### src/rtl/multicycle_ctrl.sv
// -----------------------------------------------------------------------------
// multicycle_ctrl
//   Main control FSM of a multicycle RV32-style core. Each instruction is
//   walked through its states one clock at a time, and the FSM drives the
//   datapath write enables and mux selects for each state. The opcode in op
//   is the instruction register content. It is held stable for the whole
//   instruction.
//
// Configuration macro: MULTICYCLE_CTRL_MEM_HANDSHAKE_EN
//   defined   : mem_ready stalls FETCH, MEMREAD and MEMWRITE until it is 1.
//   undefined : mem_ready is ignored and treated as 1, so those states always
//               advance after one cycle.
//
// Ports
//   clk                  single clock, rising edge
//   reset                synchronous reset, active low
//   op[6:0]              opcode of the held instruction
//   zero                 ALU zero flag, used to decide a BEQ branch
//   mem_ready            memory accepted the current access this cycle
//   mem_valid            a memory access is requested this cycle
//   pc_write, ir_write,
//   reg_write, mem_write datapath write enables
//   adr_src              memory address select: 0 = PC, 1 = ALU result register
//   alu_src_a/b[1:0]     ALU operand selects
//   result_src[1:0]      result bus select
//   alu_op[1:0]          ALU decoder class
//   imm_src[1:0]         immediate format, decoded from op in every state
//   illegal              one-cycle pulse in DECODE on an unsupported opcode
//
// Handshake: the memory side uses valid/ready. A memory access completes on
//   a cycle where mem_valid and mem_ready are both 1. While mem_ready is 0,
//   the FSM stays in its state and every output holds its value.
// -----------------------------------------------------------------------------
module multicycle_ctrl (
  input  logic       clk,
  input  logic       reset,
  input  logic [6:0] op,
  input  logic       zero,
  input  logic       mem_ready,
  output logic       mem_valid,
  output logic       pc_write,
  output logic       ir_write,
  output logic       reg_write,
  output logic       mem_write,
  output logic       adr_src,
  output logic [1:0] alu_src_a,
  output logic [1:0] alu_src_b,
  output logic [1:0] result_src,
  output logic [1:0] alu_op,
  output logic [1:0] imm_src,
  output logic       illegal
);

  localparam logic [6:0] OP_LW   = 7'b0000011;
  localparam logic [6:0] OP_SW   = 7'b0100011;
  localparam logic [6:0] OP_R    = 7'b0110011;
  localparam logic [6:0] OP_I    = 7'b0010011;
  localparam logic [6:0] OP_JAL  = 7'b1101111;
  localparam logic [6:0] OP_BEQ  = 7'b1100011;

  typedef enum logic [3:0] {
    S_FETCH    = 4'd0,
    S_DECODE   = 4'd1,
    S_MEMADR   = 4'd2,
    S_MEMREAD  = 4'd3,
    S_MEMWB    = 4'd4,
    S_MEMWRITE = 4'd5,
    S_EXECR    = 4'd6,
    S_EXECI    = 4'd7,
    S_ALUWB    = 4'd8,
    S_JAL      = 4'd9,
    S_BEQ      = 4'd10
  } state_t;

  state_t state_q, state_d;

  // Effective memory-ready. Without the handshake, memory is assumed to
  // always accept in one cycle, so the port is left unused.
  logic rdy;
`ifdef MULTICYCLE_CTRL_MEM_HANDSHAKE_EN
  assign rdy = mem_ready;
`else
  logic unused_mem_ready;
  assign unused_mem_ready = mem_ready;
  assign rdy = 1'b1;
`endif

  always_ff @(posedge clk) begin
    if (!reset) state_q <= S_FETCH;
    else        state_q <= state_d;
  end

  always_comb begin
    state_d    = state_q;
    mem_valid  = 1'b0;
    pc_write   = 1'b0;
    ir_write   = 1'b0;
    reg_write  = 1'b0;
    mem_write  = 1'b0;
    adr_src    = 1'b0;
    alu_src_a  = 2'b00;
    alu_src_b  = 2'b00;
    result_src = 2'b00;
    alu_op     = 2'b00;
    illegal    = 1'b0;

    case (state_q)
      S_FETCH: begin
        // PC+4 is computed and written in the same cycle the IR captures.
        mem_valid  = 1'b1;
        alu_src_b  = 2'b10;
        result_src = 2'b10;
        ir_write   = rdy;
        pc_write   = rdy;
        if (rdy) state_d = S_DECODE;
      end
      S_DECODE: begin
        // The ALU precomputes PC+imm here as a possible branch target.
        alu_src_a = 2'b01;
        alu_src_b = 2'b01;
        case (op)
          OP_LW, OP_SW: state_d = S_MEMADR;
          OP_R:         state_d = S_EXECR;
          OP_I:         state_d = S_EXECI;
          OP_JAL:       state_d = S_JAL;
          OP_BEQ:       state_d = S_BEQ;
          default: begin
            illegal = 1'b1;
            state_d = S_FETCH;
          end
        endcase
      end
      S_MEMADR: begin
        alu_src_a = 2'b10;
        alu_src_b = 2'b01;
        state_d   = (op == OP_LW) ? S_MEMREAD : S_MEMWRITE;
      end
      S_MEMREAD: begin
        mem_valid = 1'b1;
        adr_src   = 1'b1;
        if (rdy) state_d = S_MEMWB;
      end
      S_MEMWB: begin
        result_src = 2'b01;
        reg_write  = 1'b1;
        state_d    = S_FETCH;
      end
      S_MEMWRITE: begin
        // mem_write stays high for the whole wait, so the request is held stable.
        mem_valid = 1'b1;
        adr_src   = 1'b1;
        mem_write = 1'b1;
        if (rdy) state_d = S_FETCH;
      end
      S_EXECR: begin
        alu_src_a = 2'b10;
        alu_op    = 2'b10;
        state_d   = S_ALUWB;
      end
      S_EXECI: begin
        alu_src_a = 2'b10;
        alu_src_b = 2'b01;
        alu_op    = 2'b10;
        state_d   = S_ALUWB;
      end
      S_ALUWB: begin
        reg_write = 1'b1;
        state_d   = S_FETCH;
      end
      S_JAL: begin
        // Jump target comes from the DECODE result. The ALU forms PC+4 as the link value.
        alu_src_a = 2'b01;
        alu_src_b = 2'b10;
        pc_write  = 1'b1;
        state_d   = S_ALUWB;
      end
      S_BEQ: begin
        alu_src_a = 2'b10;
        alu_op    = 2'b01;
        pc_write  = zero;
        state_d   = S_FETCH;
      end
      default: state_d = S_FETCH;
    endcase

    // While reset is low, nothing may be written and no access may be requested.
    if (!reset) begin
      mem_valid = 1'b0;
      pc_write  = 1'b0;
      ir_write  = 1'b0;
      reg_write = 1'b0;
      mem_write = 1'b0;
      illegal   = 1'b0;
    end
  end

  always_comb begin
    case (op)
      OP_SW:   imm_src = 2'b01;
      OP_BEQ:  imm_src = 2'b10;
      OP_JAL:  imm_src = 2'b11;
      default: imm_src = 2'b00;
    endcase
  end

endmodule

### config.mk
export PLATFORM = sky130hd
export DESIGN_NAME = multicycle_ctrl
export DESIGN_NICKNAME = d
export VERILOG_FILES = /design/src/rtl/multicycle_ctrl.sv
export SDC_FILE = /design/constraint.sdc
export NUM_CORES = 1
export LEC_CHECK = 0
export BUFFER_PORTS_ARGS = -buffer_cell sky130_fd_sc_hd__buf_2
export CAP_MARGIN = 5
export CORE_AREA = 4 4 41 43
export DETAILED_ROUTE_END_ITERATION = 10
export DIE_AREA = 0 0 45 47
export PLACE_DENSITY = 0.76
export RECOVER_POWER = 25
export SETUP_SLACK_MARGIN = 0.15
export SLEW_MARGIN = 20
export SYNTH_ARGS = -nofsm -noshare
export SYNTH_HDL_FRONTEND = slang
export SYNTH_SLANG_ARGS = --single-unit
export TNS_END_PERCENT = 50
### constraint.sdc
create_clock -name clk -period 1.4 [get_ports clk]
set_input_delay 0.28 -clock clk [delete_from_list [all_inputs] [get_ports clk]]
set_output_delay 0.28 -clock clk [all_outputs]
set_load 0.05 [all_outputs]
==> results of run 1 <==
## kinds of logic (layout without fill, tap and decap cells)
logic type                after synthesis  in the layout  share of synthesized area (%)
AOI/OAI and AO/OA                      15             15                           22.4
xor gates and xnor gates                3              3                           5.60
buffers and inverters                   8             65                           7.47
DFF                                     4              4                           17.1
other                                   0              1                              0
and+or+nand+nor                        40             40                           47.5
## cell usage in the layout, fill, tap and decap left out, drive strengths merged, types with 2 or more instances in the layout
cell type  count
nor4           2
nand2          5
buf           56
nor2b          3
xnor2          3
nand2b         4
a21oi          5
nor3           4
and3           4
inv            4
nor2           9
or3            2
and2           2
clkbuf         5
dfxtp          4
nor3b          2
## metal layers
layer	wire [um]	track usage (%)	part of all wire, %
met1	1130	26.7	36
met5	0	0	0
met4	205	12.3	6.6
met2	1580	49.7	51
met3	196	5.36	6.3
## cell type report
type | count | area (um^2)
Tap cell | 15 | 18.8
Timing Repair Buffer | 57 | 490
Antenna cell | 1 | 2.50
Fill cell | 30 | 55.1
Clock buffer | 4 | 26.3
Inverter | 4 | 15.0
Sequential cell | 4 | 92.6
Multi-Input combinational cell | 58 | 601
## path summary, 6_finish.rpt
check / start / end / cells after the start
hold / removal: reset / state_q[1] / 3
hold reg to reg: state_q[0] / state_q[0] / 2
setup / recovery: state_q[2] / mem_valid / 5
setup reg to reg: state_q[2] / state_q[3] / 5
## critical path, cell delays in order (launching register included)
cell and delay [ns]:
dfxtp_4 0.40, xnor2_4 0.17, nor2_2 0.11, a21oi_2 0.06
nor3b_4 0.19, buf_6 0.18
## metrics by stage
step	instance area [um^2]	hold slack [ns]	util (%)
2_1_floorplan	672	0.408	-
3_3_place_gp	990	0.615	76.1
3_5_place_dp	990	0.621	76.1
4_1_cts	1180	0.420	90.7
5_1_grt	1240	0.460	95.6
6_report	1250	0.452	95.8
## power groups by stage
stage	Sequential, W	Combinational, W	Clock [W]
after floorplan	0.000121	0.000162	0
after detailed placement	0.000123	0.000256	0
final	0.000120	0.000328	0.000162
after global placement	0.000123	0.000249	0
after CTS	0.000118	0.000300	0.000167
after global routing	0.000121	0.000341	0.000172
## what timing repair did
item,4_1_cts,5_1_grt
gates cloned,0,0
setup buffers,1,1
pin swaps,6,4
gates resized for setup,47,13
endpoints found under the setup margin,18,19
==> results_dict.tcl, run 1 <==
set metrics [dict create \
    clk_path_buf_depth 2 \
    cts.clk_slew.worst_paths_ns 0.05 \
    preCtsSetupSlack_ns -0.200 \
    grt_pass1_vias 798 \
    worstMarginPinSlew_ns 0.354 \
    startpoint_type "flop" \
    period_minus_slack_ns 1.64 \
    cts_made_buffers 3 \
    io_buffers 26 \
    tns_ns -2.68 \
    cts_tree "yes" \
    row_count 13 \
    antenna_violating_nets_post_route 0 \
    yosysTopAreaCell "dfxtp_1" \
    synth.avg_cell_area_um2 6.70 \
    fmax_ghz 0.612 \
    fin_crit_sh_pct 117 \
    clkSinkCount 4 \
    crit_type "flop to output pin" \
    die_area_um2 2120 \
    min_path_type "primary input to flop" \
    cts_root_buf "clkbuf_4" \
    yosysMostFrequentCell "nor2_1" \
    leakage_nw 0.549 \
    num_vias 836 \
    place_hpwl_mm 1.48 \
    slew_headroom_pct 76.1 \
    synth_ff_type "dfxtp_1" \
    avgRoutedWirePerCell_um 21.8 \
    cts_hold_buf 0 \
    yosys.area.top_type_share_pct 17.1 \
    worstPathRequired_ns 1.12 \
    p_switching_w 0.000247 \
    ys_seq_elements 4 \
    power_frac_seq_pct 19.7 \
    maxCapViolations 0 \
    switching_share_pct 40.4 \
    place_congestion 0.831 \
    status "finished, violations left" \
    setup_viol 17 \
    grt_antenna_before_repair 0 \
    core_um2 1300 \
    grt_max_degree 8 \
    power.density_nw_per_um2 490 \
    stdcell_count 143 \
    p_clk_share_pct 26.6 \
    die_w_um 45 \
    yosys-top-cells-count "nor2_1 (9), a21oi_1 (5), nand2_1 (5)" \
    ir_drop_mv 0.475 \
    reg.largest.list "state_q: 4 flops" \
    critPathCaptureType "output pin" \
    critPathArrivalTime_ns 1.36 \
    synth_area_leaders "dfxtp_1 (17%), nor2_1 (7.2%), xnor2_1 (5.6%)" \
    netlist_area_um2 469 \
    postRouteWirelength_mm 3.12 \
    pwr-share-comb_pct 53.7 \
    setup_ws_ns -0.235 \
    synth-edff-count 0 \
    clock_latency_ns 0.24 \
    layout-drive-gt1-share_pct 76.4 \
    ys_warn_count 0 \
    place_inst 136 \
    post_drt_via_cell_ratio 5.85 \
    drtIter0Drc 29 \
    intPower_w 0.000364 \
    finClkSkew_ns 0.0130 \
    syn_to_final_growth_pct 166 \
    htree_levels 1 \
    grt_setup_unrepaired "true" \
    hold_viol 0 \
    grt_usage_pct 25.9 \
    total_power_w 0.000611 \
    ff2ff_setup_slack_ns 0.14 \
    firstDrtPassIters 4 \
    synthCells 70 \
    drcViolationCount 0 \
    ys_seq_area_share_pct 17.1 \
    failed_checks "setup timing" \
    synthDistinctLibCells 30 \
    largest_reg_flops 4 \
    synthArstFlopShare_pct 0 \
    fin_nets 139 \
    regMostFlops "state_q" \
    start_util_pct 36.1 \
    final_max_slew_viol_count 0 \
    grt-ovfl-total 0 \
    fp.dieH_um 47 \
    design.portCount 28 \
    grt_pass1_wl_mm 3.86 \
    crit_path_max_fanout 7 \
    syn-num-nets 81 \
]
Power figures use the tool's default switching activity.
==> run 2, diff against run 1 <==
Settings changed: PLACE_DENSITY 0.76 to 0.7.
Clock period 1.4 ns to 1.8 ns, I/O delays scaled along.
==> run 2 against run 1 <==
  * The run now ends clean
  * Register-to-register slack improved by 0.49 ns
  * Clock power fell by 29%
  * Power decreased by 37%
  * Clock-buffer cell count fell by 1
==> results_dict.tcl, run 2 (same netlist as run 1, synthesis figures left out) <==
set metrics [dict create \
    reg2reg_to "state_q[3]" \
    critPathMaxStageDelay_ns 0.42 \
    grt_antenna_before_repair 0 \
    cpMostUsedCell "nor2_1" \
    critPathCaptureType "output pin" \
    cts.clk_slew.worst_paths_ns 0.04 \
    top_usage_layer "met2" \
    crit_path_max_fanout 8 \
    leakage_nw 0.414 \
    die_w_um 45 \
    total_power_w 0.000383 \
    grt_use_met1_pct 20.7 \
    maxCapViolations 0 \
    antenna_violating_nets_post_route 0 \
    worstPathCellList "buf_4 > nand2b_4 > nor2_1 > a21oi_1 > nor2_1 > buf_6" \
    status "complete, no violations" \
    grt_use_met2_pct 26.8 \
    htree_levels 1 \
    row_count 13 \
    clkSinkCount 4 \
    post_drt_via_cell_ratio 5.21 \
    fmax_ghz 0.581 \
    reg.largest.list "state_q: 4 flops" \
    largest_reg_flops 4 \
    avgRoutedWirePerCell_um 13.1 \
    place_hpwl_mm 1.13 \
    fp.dieH_um 47 \
    clk_path_buf_depth 2 \
    min_path_type "primary input to flop" \
    grt_pass1_vias 590 \
    fin_crit_sh_pct 95.6 \
    drcViolationCount 0 \
    final_util_pct 70.4 \
    worst-path-buf-inv 2 \
    worstPathRequired_ns 1.44 \
    ff2ff_setup_slack_ns 0.63 \
    crit_end "alu_src_b[0]" \
    cts_tree "yes" \
    cts_hold_buf 0 \
    critPathArrivalTime_ns 1.36 \
    finClkSkew_ns 0.00544 \
    r2r-start "state_q[3]" \
    syn_to_final_growth_pct 95.2 \
    hold_viol 0 \
    globalRouteMet3Util_pct 4.98 \
    grt_max_degree 12 \
    critical-path-top-delay-family "flip-flops" \
    ir_drop_mv 0.514 \
    regMostFlops "state_q" \
    grt-ovfl-total 0 \
    core_um2 1300 \
    final_max_slew_viol_count 0 \
    drtIter0Drc 4 \
    grt_setup_unrepaired "true" \
    place_congestion 0.766 \
    period_minus_slack_ns 1.72 \
    postRouteWirelength_mm 1.59 \
    slew_headroom_pct 78.6 \
    start_util_pct 36.1 \
    fin_nets 120 \
    crit_slowest_cell "dfxtp_4" \
    io_buffers 26 \
    layout-drive-gt1-share_pct 64.5 \
    num_vias 636 \
    cp.depth 6 \
    cts_made_buffers 3 \
    fillCellCount 111 \
    setup_viol 0 \
    worstMarginPinSlew_ns 0.319 \
    critPathLaunch "state_q[1]" \
    grt_pass1_wl_mm 2.61 \
    mostFrequentLayoutCells "buf_2 (15), buf_4 (15), nand2_1 (5), buf_6 (5)" \
    design.portCount 28 \
    power.density_nw_per_um2 418 \
    crit_type "flop to output pin" \
    n_antenna_cell 0 \
    grt_usage_pct 16.9 \
    die_area_um2 2120 \
    clock_latency_ns 0.24 \
    firstDrtPassIters 3 \
    rr_worst_depth 4 \
    startpoint_type "flop" \
    cts_root_buf "clkbuf_4" \
]
-- run 2: cell count changes in the layout (fill, tap and decap cells not counted), sizes merged --
| cell | previous run | this run |
|---|---|---|
| diode | 1 | 0 |
| buf | 56 | 36 |
-- run 2: routing by layer --
layer / vias up / part of all wire [%] / wire length, um
met1: 285 / 39 / 626
met5: - / 0 / 0
met2: 17 / 52 / 824
met4: 0 / 3.2 / 51
met3: 4 / 5.6 / 90
li1: 330 / - / -
-- run 2: timing repair --
action                                  in CTS  in global routing
resized for setup                           24                 16
endpoints found under the setup margin      16                 15
buffers inserted                             4                  2
pin swaps                                    5                  5
endpoints found under the hold margin        0                  0
-- run 2: area by class of cell --
cell class                 instances  area [um^2]  area share [%]
multi-input combinational         58          497            54.2
timing repair buffer              38          268            29.2
sequential                         4         95.1            10.4
inverter                           4         15.0            1.64
tap                               15         18.8            2.05
clock buffer                       3         22.5            2.46
-- run 2: worst min path at each step --
stage | from | to | slack [ns] | cells after the start
finish | reset | state_q[3] | 0.42 | 2
global route | reset | state_q[3] | 0.42 | 2
CTS | op[4] | state_q[2] | 0.44 | 3
detailed placement | state_q[0] | state_q[0] | 0.61 | 1
global placement | state_q[0] | state_q[0] | 0.59 | 1
floorplan | reset | state_q[3] | 0.49 | 1
-- run 2: stage by stage --
stage / hold slack, ns / setup WS [ns] / cells / setup TNS [ns] / area [um^2]
2_1_floorplan: 0.488 / -0.155 / 70 / -0.350 / 571
3_3_place_gp: 0.590 / 0.103 / 113 / 0 / 727
3_5_place_dp: 0.613 / 0.0897 / 113 / 0 / 727
4_1_cts: 0.436 / 0.117 / 120 / 0 / 850
5_1_grt: 0.418 / 0.00456 / 122 / 0 / 916
6_report: 0.423 / 0.0787 / 122 / 0 / 916
-- run 2: where the power goes --
group	internal, W	switching [W]	total [W]
sequential	0.0000869	0.00000490	0.0000918
clock	0.0000748	0.0000405	0.000115
combinational	0.0000689	0.000107	0.000175
-- run 2: worst register-to-register path: stages (launching register included) --
cell,delay [ns]
dfxtp_4,0.38
buf_6,0.15
nor2b_4,0.05
and2_1,0.17
o31a_1,0.30
